--- config.mk ---
export PLATFORM = sky130hd
export DESIGN_NAME = me_access_unit
export DESIGN_NICKNAME = d
export VERILOG_FILES = /design/src/rtl/me_access_unit.sv
export SDC_FILE = /design/constraint.sdc
export NUM_CORES = 1
export LEC_CHECK = 0
export ABC_AREA = 1
export CELL_PAD_IN_SITES_DETAIL_PLACEMENT = 1
export CELL_PAD_IN_SITES_GLOBAL_PLACEMENT = 1
export CORE_ASPECT_RATIO = 0.9
export CORE_UTILIZATION = 27
export CTS_CLUSTER_SIZE = 20
export DETAILED_ROUTE_END_ITERATION = 7
export PLACE_DENSITY = 0.82
export SLEW_MARGIN = 20
export SYNTH_ARGS = -nofsm -noshare
export SYNTH_HDL_FRONTEND = slang
export SYNTH_SLANG_ARGS = --single-unit
--- constraint.sdc ---
create_clock -name clk -period 1.75 [get_ports clk]
set_input_delay 0.35 -clock clk [delete_from_list [all_inputs] [get_ports clk]]
set_output_delay 0.35 -clock clk [all_outputs]
set_load 0.01 [all_outputs]
--- src/rtl/me_access_unit.sv ---
// me_access_unit: memory-access stage between the control unit and the data bus.
// Accepts one request per handshake, runs one word-wide bus transaction with
// byte enables, wait states and a timeout, and returns load data plus an error flag.
// Optional feature macro: ME_MISALIGN_TRAP_EN (trap misaligned half/word accesses).
module me_access_unit #(
  parameter logic [7:0] BUS_TIMEOUT = 8'd255
) (
  input  logic        clk,
  input  logic        rst,
  input  logic        cu_req_valid,
  output logic        cu_req_ready,
  input  logic [31:0] cu_req_addrin,
  input  logic [31:0] cu_req_datain,
  input  logic [2:0]  cu_req_mask,
  input  logic [1:0]  cu_req_req,
  output logic        cu_rsp_valid,
  input  logic        cu_rsp_ready,
  output logic [31:0] cu_rsp_loadeddata,
  output logic        cu_rsp_err,
  output logic        bus_req,
  output logic        bus_we,
  output logic [31:0] bus_addr,
  output logic [3:0]  bus_be,
  output logic [31:0] bus_wdata,
  input  logic        bus_ack,
  input  logic [31:0] bus_rdata
);

  typedef enum logic [1:0] {S_IDLE, S_BUS, S_RESP} state_t;

  localparam logic [2:0] MT_B  = 3'd0;
  localparam logic [2:0] MT_BU = 3'd1;
  localparam logic [2:0] MT_H  = 3'd2;
  localparam logic [2:0] MT_HU = 3'd3;
  localparam logic [2:0] MT_W  = 3'd4;
  localparam logic [1:0] ME_RD = 2'd0;
  localparam logic [1:0] ME_WR = 2'd1;

  state_t      state_q, state_d;
  logic        busReq_q, busReq_d;
  logic        busWe_q, busWe_d;
  logic [31:0] busAddr_q, busAddr_d;
  logic [3:0]  busBe_q, busBe_d;
  logic [31:0] busWdata_q, busWdata_d;
  logic        rspValid_q, rspValid_d;
  logic [31:0] rspData_q, rspData_d;
  logic        rspErr_q, rspErr_d;
  logic [2:0]  mask_q, mask_d;
  logic [1:0]  offset_q, offset_d;
  logic [7:0]  count_q, count_d;

  logic [3:0]  reqBe;
  logic [31:0] reqWdata;
  logic        reqMisaligned;
  logic        reqIllegalMask;
  logic        reqIsAccess;
  logic [7:0]  byteLane;
  logic [15:0] halfLane;
  logic [31:0] loadData;
  logic        timeoutHit;

  // Decode the incoming request into byte enables, replicated store data and error checks.
  always_comb begin
    reqBe          = 4'b1111;
    reqWdata       = cu_req_datain;
    reqMisaligned  = 1'b0;
    reqIllegalMask = (cu_req_mask > MT_W);
    reqIsAccess    = (cu_req_req == ME_RD) || (cu_req_req == ME_WR);
    case (cu_req_mask)
      MT_B, MT_BU: begin
        reqBe    = 4'b0001 << cu_req_addrin[1:0];
        reqWdata = {4{cu_req_datain[7:0]}};
      end
      MT_H, MT_HU: begin
        reqBe    = cu_req_addrin[1] ? 4'b1100 : 4'b0011;
        reqWdata = {2{cu_req_datain[15:0]}};
      end
      default: begin
        reqBe    = 4'b1111;
        reqWdata = cu_req_datain;
      end
    endcase
`ifdef ME_MISALIGN_TRAP_EN
    if (((cu_req_mask == MT_H) || (cu_req_mask == MT_HU)) && cu_req_addrin[0])
      reqMisaligned = 1'b1;
    if ((cu_req_mask == MT_W) && (cu_req_addrin[1:0] != 2'b00))
      reqMisaligned = 1'b1;
`else
    reqMisaligned = 1'b0;
`endif
  end

  // Pick the addressed lane out of the read word and extend it according to the latched mask.
  always_comb begin
    byteLane = bus_rdata[{offset_q, 3'b000} +: 8];
    halfLane = bus_rdata[{offset_q[1], 4'b0000} +: 16];
    case (mask_q)
      MT_B:    loadData = {{24{byteLane[7]}}, byteLane};
      MT_BU:   loadData = {24'd0, byteLane};
      MT_H:    loadData = {{16{halfLane[15]}}, halfLane};
      MT_HU:   loadData = {16'd0, halfLane};
      default: loadData = bus_rdata;
    endcase
    timeoutHit = (BUS_TIMEOUT != 8'd0) &&
                 (({1'b0, count_q} + 9'd1) == {1'b0, BUS_TIMEOUT});
  end

  // Next-state and next-output logic for the IDLE -> BUS -> RESP sequence.
  always_comb begin
    state_d    = state_q;
    busReq_d   = busReq_q;
    busWe_d    = busWe_q;
    busAddr_d  = busAddr_q;
    busBe_d    = busBe_q;
    busWdata_d = busWdata_q;
    rspValid_d = rspValid_q;
    rspData_d  = rspData_q;
    rspErr_d   = rspErr_q;
    mask_d     = mask_q;
    offset_d   = offset_q;
    count_d    = count_q;
    case (state_q)
      S_IDLE: begin
        if (cu_req_valid) begin
          mask_d    = cu_req_mask;
          offset_d  = cu_req_addrin[1:0];
          rspData_d = 32'd0;
          rspErr_d  = 1'b0;
          if (!reqIsAccess) begin
            state_d    = S_RESP;
            rspValid_d = 1'b1;
          end else if (reqIllegalMask || reqMisaligned) begin
            state_d    = S_RESP;
            rspValid_d = 1'b1;
            rspErr_d   = 1'b1;
          end else begin
            state_d    = S_BUS;
            busReq_d   = 1'b1;
            busWe_d    = (cu_req_req == ME_WR);
            busAddr_d  = {cu_req_addrin[31:2], 2'b00};
            busBe_d    = reqBe;
            busWdata_d = (cu_req_req == ME_WR) ? reqWdata : 32'd0;
            count_d    = 8'd0;
          end
        end
      end
      S_BUS: begin
        if (bus_ack) begin
          state_d    = S_RESP;
          busReq_d   = 1'b0;
          rspValid_d = 1'b1;
          rspData_d  = busWe_q ? 32'd0 : loadData;
          rspErr_d   = 1'b0;
        end else if (timeoutHit) begin
          state_d    = S_RESP;
          busReq_d   = 1'b0;
          rspValid_d = 1'b1;
          rspData_d  = 32'd0;
          rspErr_d   = 1'b1;
        end else begin
          count_d = count_q + 8'd1;
        end
      end
      S_RESP: begin
        if (cu_rsp_ready) begin
          state_d    = S_IDLE;
          rspValid_d = 1'b0;
        end
      end
      default: state_d = S_IDLE;
    endcase
  end

  // State and output registers; synchronous reset drops any in-flight transaction.
  always_ff @(posedge clk) begin
    if (rst) begin
      state_q    <= S_IDLE;
      busReq_q   <= 1'b0;
      busWe_q    <= 1'b0;
      busAddr_q  <= 32'd0;
      busBe_q    <= 4'd0;
      busWdata_q <= 32'd0;
      rspValid_q <= 1'b0;
      rspData_q  <= 32'd0;
      rspErr_q   <= 1'b0;
      mask_q     <= 3'd0;
      offset_q   <= 2'd0;
      count_q    <= 8'd0;
    end else begin
      state_q    <= state_d;
      busReq_q   <= busReq_d;
      busWe_q    <= busWe_d;
      busAddr_q  <= busAddr_d;
      busBe_q    <= busBe_d;
      busWdata_q <= busWdata_d;
      rspValid_q <= rspValid_d;
      rspData_q  <= rspData_d;
      rspErr_q   <= rspErr_d;
      mask_q     <= mask_d;
      offset_q   <= offset_d;
      count_q    <= count_d;
    end
  end

  assign cu_req_ready      = (state_q == S_IDLE);
  assign cu_rsp_valid      = rspValid_q;
  assign cu_rsp_loadeddata = rspData_q;
  assign cu_rsp_err        = rspErr_q;
  assign bus_req           = busReq_q;
  assign bus_we            = busWe_q;
  assign bus_addr          = busAddr_q;
  assign bus_be            = busBe_q;
  assign bus_wdata         = busWdata_q;

endmodule

# Word-level counts from Yosys, hierarchy flattened
# Cells that the tools add are included.
# word_totals
output_inout_bits	105
latch_bits	0
word_cells	94
reg_bits	117
n_memories	0
romBits	0
ram_bits	0
# op_classes
n_addsub	2
mul	0
magnitude_cmp	1
n_reduce_logical	16
div	0
n_eq_ne	18
shift	3
bitwise	1
mux	41
# ops
cell	n
$mux W32	5
$pmux W32 S2	2
$pmux W32 S4	1
$mux W8	5
$shiftx A32 B6 Y16	1
$shiftx A32 B6 Y8	1
$pmux W8 S2	1
$mux W1	15
$eq A3 B2 Y1 const B	4
$mux W2	6
$ne A2 B2 Y1 const B	5
$reduce_and A5 Y1	2
$add A8 B1 Y9 const B	1
$eq A9 B8 Y1 const B	1
$add A8 B1 Y8 const B	1
$pmux W4 S2	1
$eq A3 B1 Y1 const B	2
$logic_not A3 Y1	2
$ne A3 B3 Y1 const B	2
$pmux W2 S3	1
$reduce_and A3 Y1	2
$reduce_and A6 Y1	1
$eq A2 B1 Y1 const B	2
$logic_not A2 Y1	2
other kinds (14)	16

# Logic depth before layout (Yosys ltp)
# Gate-level depths: netlist (run 1).
# depth
word_depth	5
ltp_mapped	14
mapped_depth_nobuf	13

# Worst setup path after synthesis (run 1)
# Ideal clock, no wire load.
# synth_timing
path_type	register to register
from	register count_q[1]
to	register rspValid_q (netlist: cu_rsp_valid)
setup_time_ns	0.116
required_ns	1.634
slack_ns	0.086
path_stages_with_launch	12
path_buffers	1
arrival_time_ns	1.548
synth_period_minus_slack_ns	1.664
path_cell_list	dfxtp_1 > ha_1 > nand3_1 > o21bai_1 > nand2_1 > nor2_1 > nand2_1 > nand2_4 > buf_2 > nand3_1 > nand2_1 > o21ai_1
# synth_via
elab_chain_len	4
# synth_lines
item	line	text
start: declaration	50	logic [7:0] count_q, count_d;
start signal: assignment	201	count_q <= count_d;
$add A8 B1 Y9	105	(({1'b0, count_q} + 9'd1) == {1'b0, BUS_TIMEOUT});
$eq A9 B8 Y1	105	
$ne A3 B3 Y1 (no source line)	n/a	
$reduce_and A5 Y1 (no source line)	n/a	
end signal: assignment	196	rspValid_q <= rspValid_d;
end: declaration	45	logic rspValid_q, rspValid_d;
# No other way between the ends.
# A chain may end at the register's enable or synchronous reset.

# Worst setup path after layout (run 1)
# layout_timing
from	register count_q[1]
to	register rspData_q[23] (netlist: cu_rsp_loadeddata[23])
# layout_via
elab_chain_len	4
# layout_lines
item	line	text
$add A8 B1 Y9	105	
$eq A9 B8 Y1	105	
$ne A3 B3 Y1 (no source line)	n/a	
$reduce_and A3 Y1 (no source line)	n/a	
end signal: assignment	197	rspData_q <= rspData_d;
end: declaration	46	logic [31:0] rspData_q, rspData_d;
# No other way between the ends.

==> results.toml, run 1 <==
[pwr]
clkPwrFrac_pct = 45.1
combPwrFrac_pct = 21.3
p_int_mw = 6.47
seqPwrFrac_pct = 33.6
leakage_nw = 4.04
switching_share_pct = 26.5
power_density_nw_per_um2 = 916
peakVddDrop_uv = 635
netSwitchingPower_mw = 2.34

[critical_path]
r2r-start = "count_q[1]$_SDFFE_PP0P_"
end_kind = "flop"
rr_worst_depth = 12
path_max_fanout = 6
cp.required_ns = 2.06
arrival_ns = 2.11
crit_end = "cu_rsp_loadeddata[23]$_SDFFE_PP0P_"
worstSetupStartpointType = "flop"
r2r_end = "cu_rsp_loadeddata[23]$_SDFFE_PP0P_"
ff2ff_setup_slack_ns = -0.05
path_class = "flop to flop"
crit_start = "count_q[1]$_SDFFE_PP0P_"

[placed_design]
dp_slack_ns = -0.338
placement.io_buffers = 208
place_inst = 1310
dp_hpwl_um = 15800
gp_congestion = 0.872
place_area_um2 = 8360

[floorplan]
core_um2 = 20200
fp.dieW_um = 154
fp-row-count = 49
die_y_um = 139
die_area_um2 = 21300
io_pins = 211
initial_core_util_pct = 27.8

[clock_network]
cts.htree.levels = 4
cts_tree = "yes"
path_clk_slew_ns = 0.05
cts_buffers = 17
cts.sinks = 117
worstSkewPairLatency_ns = 0.42
ctsHoldBuffers = 0
cts.path.max_buffers = 2
cts_root_buf = "clkbuf_16"

[cells_and_area]
nNetsFinal = 1205
area_growth_syn_to_layout_pct = 71.6
final_cell_mix = "203 x clkdlybuf4s50_1, 166 x nand2_1, 130 x nor2_1"
final_common_cell = "clkdlybuf4s50_1"
antennaDiodeCount = 0
instances_no_fill = 1362
design_area_um2 = 9620
fillers = 2414
post-route-util_pct = 47.7
drive_gt1_share_pct = 18.3

[synthesis]
synthMuxAreaShare_pct = 0
ys_warn_count = 0
synth_top_area_share_pct = 41.8
synth_seq_cells = 117
post-synth-top-area-cell = "dfxtp_1"
syn-cell-area_um2 = 5600
synth.avg_cell_area_um2 = 6.65
synth_compound_area_share_pct = 17.8
synth-simple-area-share_pct = 30.7
synth_xor_xnor_area_share_pct = 0
ys_seq_area_share_pct = 41.8
synthTopCellsByArea = "dfxtp_1 42%, nand2_1 12%, nor2_1 9.3%"
synthDistinctLibCells = 28
synth_top_family_by_area = "simple AND/OR/NAND/NOR gates"
synth-adder-area-share_pct = 0.447
synthesis.instances = 843

[sta]
fin_skew_ns = 0.00889
setup-violations-final = 22
rsz0062_at_grt = "yes"
period_needed_ns = 1.80
period_share_pct = 103
timing.final.max_slew_violations = 0
worstMarginPinSlew_ns = 0.555
timing.fmax_mhz = 555
whs_ns = 0.453
fin_ws_ns = -0.0527
hold_viol_final = 0
timing.slew.headroom_pct = 62.9

[hold_path]
worstHoldPathType = "flop to flop"
worstHoldStart = "bus_req$_SDFFE_PP0P_"

[global_routing]
grt_max_degree = 64
grt_pass1_wl_um = 36000
met2_usage_pct = 36.2
grt_use_met1_pct = 25.7
grtUsageTotal_pct = 21.5
top_usage_layer = "met2"
grt_use_met3_pct = 6.72
antenna_found_initial = 0
overflow = 0
grt_pass1_vias = 6876

[routing]
drt_iter0_drc = 325
drc = 0
dr.pass1.iters = 5
vias = 6658
wl_per_cell_um = 17.2
viasPerCell = 4.89
drtAntennaViolNets = 0
routed_wl_um = 23400

[run]
maxCapViolations = 0

[run_status]
status = "finished with violations"
violations = "setup timing"
## power by group through the flow
stage | Clock, mW | Combinational (mW) | Sequential [mW]
after floorplan | 0 | 0.709 | 3.06
after global placement | 0 | 1.66 | 3.00
after detailed placement | 0 | 1.70 | 3.00
after CTS | 4.04 | 1.77 | 2.96
after global routing | 4.18 | 2.03 | 2.98
final | 3.97 | 1.87 | 2.96
## kinds of logic (layout without fill, tap and decap cells)
group,Yosys count,count (layout)
AND/OR/NAND/NOR,414,416
AO/OA/AOI/OAI,186,186
buffers and inverters,123,384
flip-flops,117,117
adder cells (fa/ha/maj),2,2
other,1,2
## routing by layer
metal | share of wire, % | up-vias
li1 | - | 3240
met1 | 41 | 3152
met2 | 49 | 226
met3 | 7.8 | 40
met4 | 2.1 | 0
met5 | 0 | -
## area by class of cell
cell class                 count  area (um^2)  area share, %
tap                          255          319           3.32
multi-input combinational    606         3070           31.9
inverter                      67          256           2.67
timing repair buffer         288         2970           30.9
clock inverter                 9          201           2.09
sequential                   117         2360           24.5
clock buffer                  20          447           4.65
## flip-flops by register name (all words and copies together) (netlist names)
| signal | cells |
|---|---|
| cu_rsp_valid | 1 |
| bus_wdata | 32 |
| bus_be | 4 |
| bus_req | 1 |
| cu_rsp_err | 1 |
| cu_rsp_loadeddata | 32 |
| state_q | 2 |
| offset_q | 2 |
| mask_q | 3 |
| bus_addr | 30 |
| bus_we | 1 |
| count_q | 8 |
## worst min-delay path by stage
stage | depth (start not counted) | endpoint | slack, ns
global placement | 2 | bus_req$_SDFFE_PP0P_ | 0.44
finish | 2 | bus_req$_SDFFE_PP0P_ | 0.45
detailed placement | 2 | bus_req$_SDFFE_PP0P_ | 0.44
floorplan | 2 | bus_req$_SDFFE_PP0P_ | 0.47
global route | 2 | bus_req$_SDFFE_PP0P_ | 0.47
CTS | 2 | bus_req$_SDFFE_PP0P_ | 0.45
## Yosys cell counts
cell type  count
a21oi_1       80
a22oi_1        5
a31oi_1        6
buf_1         10
buf_2         17
buf_4          4
buf_6          2
clkbuf_1      23
conb_1         1
dfxtp_1      117
ha_1           2
inv_1         61
inv_2          6
nand2_1      181
nand2_2        4
nand2_4        2
nand3_1       68
nand3_2        2
nand3b_1       1
nand4_1        2
nor2_1       139
nor2_2         3
o211ai_1      13
o21ai_0       71
o21ai_1        2
o21bai_1       2
o22ai_1        7
or2_2         12
## metrics by stage
step | total power, mW | setup TNS (ns)
finish | 8.81 | -0.379
global route | 9.20 | -3.60
CTS | 8.77 | -0.102
detailed placement | 4.70 | -24.21
global placement | 4.66 | -19.50
floorplan | 3.77 | 0
## critical path, cell delays in order (launching register included)
cell       delay, ns
dfxtp_2         0.35
buf_6           0.14
nand3_4         0.10
nor2_2          0.13
nand2_2         0.07
nand2_1         0.09
nor2_2          0.06
nand2_4         0.10
nand2_8         0.10
buf_6           0.18
clkbuf_16       0.15
a21oi_1         0.15
nor2_1          0.06
## timing repair
| item | CTS | global route |
|---|---|---|
| resized for setup | 33 | 67 |
| cloned | 6 | 2 |
| endpoints found under the setup margin | 46 | 76 |
| pin swaps | 12 | 21 |
| setup buffers | 12 | 4 |
Power figures use the tool's default switching activity.
==> inputs of run 2 (changes only) <==
- ABC_AREA: 1 -> 0
- CORE_UTILIZATION: 27 -> 29
- CTS_CLUSTER_SIZE: 20 -> not set
- PLACE_DENSITY: 0.82 -> 0.83
- clock period: 1.75 -> 1.6 ns (I/O delays scaled with it)
==> results.toml, run 2 <==
[cells_and_area]
instances_no_fill = 1177
final_cell_mix = "110 x dfxtp_1, 105 x nand2_1, 102 x clkdlybuf4s50_1, 102 x dlygate4sd2_1, 81 x buf_4"
design_area_um2 = 9360
area_growth_syn_to_layout_pct = 70.5
drive_gt1_share_pct = 22.3
final_common_cell = "dfxtp_1"
nNetsFinal = 1027
antennaDiodeCount = 0

[clock_network]
cts.path.max_buffers = 2
cts.sinks = 117
cts_tree = "yes"
ctsHoldBuffers = 0
worstSkewPairLatency_ns = 0.42
cts_root_buf = "clkbuf_16"
cts.htree.levels = 4
path_clk_slew_ns = 0.06
cts_buffers = 17

[synthesis]
synth_seq_cells = 117
synth_ff_type = "dfxtp_1"
synth_most_common_cell = "dfxtp_1"
ys_seq_area_share_pct = 42.7
post-synth-top-area-cell = "dfxtp_1"
synthArstFlopShare_pct = 0
synth_top_area_share_pct = 42.7
synth_common_cells = "117 x dfxtp_1, 107 x nand2_1, 79 x a21oi_1"
synthesis.instances = 644
synth.avg_cell_area_um2 = 8.53
synthDistinctLibCells = 63
syn-cell-area_um2 = 5490
synth_edf_count = 0
ys_warn_count = 0
synthTopCellsByArea = "dfxtp_1 43%, nand2_1 7.3%, a21oi_1 7.2%"

[global_routing]
grt_use_met3_pct = 6.17
grt_pass1_vias = 6480
grt_pass1_wl_um = 34900
overflow = 0
grt_max_degree = 69
top_usage_layer = "met2"
grtUsageTotal_pct = 23.0
grt_use_met1_pct = 26.5
antenna_found_initial = 1
met2_usage_pct = 40.5

[floorplan]
io_pins = 211
initial_core_util_pct = 29.7
die_y_um = 133
fp.dieW_um = 147
die_area_um2 = 19500
core_um2 = 18500
fp-row-count = 47

[pwr]
peakVddDrop_uv = 638
leakage_nw = 3.92
power_density_nw_per_um2 = 913
seqPwrFrac_pct = 36.0
netSwitchingPower_mw = 2.21
p_int_mw = 6.33
clkPwrFrac_pct = 46.6
switching_share_pct = 25.8
combPwrFrac_pct = 17.4

[hold_path]
worstHoldPathType = "input pin to flop"

[critical_path]
r2r-start = "state_q[0]$_SDFFE_PP0P_"
ff2ff_setup_slack_ns = -0.06
arrival_ns = 1.98
path_class = "input pin to flop"
end_kind = "flop"
rr_worst_depth = 7
crit_start = "bus_rdata[15]"
path_max_fanout = 8
cp.required_ns = 1.91
crit_end = "cu_rsp_loadeddata[13]$_SDFFE_PP0P_"
worstSetupStartpointType = "input pin"
r2r_end = "count_q[4]$_SDFFE_PP0P_"

[sta]
whs_ns = 0.281
period_needed_ns = 1.67
timing.final.max_slew_violations = 0
hold_viol_final = 0
rsz0062_at_grt = "yes"
fin_skew_ns = 0.00930
setup-violations-final = 89
period_share_pct = 105
timing.setup.tns_ns = -3.27
timing.fmax_mhz = 598
fin_ws_ns = -0.0736

[placed_design]
place_inst = 1134
placement.io_buffers = 208
dp_hpwl_um = 15200
dp_slack_ns = -0.567
place_area_um2 = 8470
gp_congestion = 0.824

[routing]
wl_per_cell_um = 18.9
viasPerCell = 5.17
dr.pass1.iters = 4
vias = 6089
drc = 0
routed_wl_um = 22200
drt_iter0_drc = 322
drtAntennaViolNets = 0

[run]
maxCapViolations = 0

[run_status]
violations = "setup timing"
status = "finished with violations"
## run 2: power by group through the flow
stage	Clock (mW)	Sequential [mW]	Combinational, mW
final	3.98	3.07	1.49
after global routing	4.19	3.08	1.60
after CTS	4.06	3.07	1.47
after detailed placement	0	3.14	1.45
after global placement	0	3.13	1.42
after floorplan	0	3.16	0.586
## run 2: cells by family after synthesis
kind of cell	Yosys count	share of synthesized area [%]
simple gates	231	21.2
other cells	1	0.0683
fa+ha+maj	2	0.456
buf+inv	62	4.95
flops	117	42.7
mux	38	7.57
compound gates	190	22.5
xor+xnor	3	0.615
## run 2: how the worst min path moves through the flow
stage | startpoint | to | slack [ns] | cells past startpoint
after floorplan | cu_req_mask[0] | mask_q[0]$_SDFFE_PP0P_ | 0.46 | 2
after global placement | bus_wdata[7]$_SDFFE_PP0P_ | bus_wdata[7]$_SDFFE_PP0P_ | 0.44 | 2
after detailed placement | bus_wdata[8]$_SDFFE_PP0P_ | bus_wdata[8]$_SDFFE_PP0P_ | 0.45 | 2
after CTS | rst | state_q[0]$_SDFFE_PP0P_ | 0.24 | 3
after global routing | rst | state_q[0]$_SDFFE_PP0P_ | 0.30 | 3
final | rst | state_q[0]$_SDFFE_PP0P_ | 0.28 | 3
## run 2: through the flow
step | util, % | power, mW
2_1_floorplan | - | 3.74
3_3_place_gp | 45.8 | 4.55
3_5_place_dp | 45.8 | 4.58
4_1_cts | 50.1 | 8.60
5_1_grt | 50.7 | 8.87
6_report | 50.7 | 8.54
## run 2: worst max-delay path: stages
cell	delay, ns
clkdlybuf4s50_1	0.48
mux4_2	0.53
a21oi_4	0.28
o21ai_1	0.12
a32o_1	0.25
## run 2: metal layers
metal,vias up,share of wire [%]
met2,206,51
li1,2862,-
met5,-,0
met3,31,6.4
met4,0,2.0
met1,2990,40
## run 2: cell type report
type | count | area, um^2
clock inverter | 12 | 153
clock buffer | 20 | 467
fill | 2132 | 9110
inverter | 9 | 33.8
timing repair buffer | 308 | 2880
sequential | 117 | 2360
multi-input combinational | 466 | 3170
tap | 245 | 307
## run 2: what timing repair did
item | in CTS | in global routing
resized for setup | 158 | 29
setup endpoints to repair | 211 | 111
cloned | 1 | 0
setup buffers | 9 | 2
pin swaps | 5 | 8
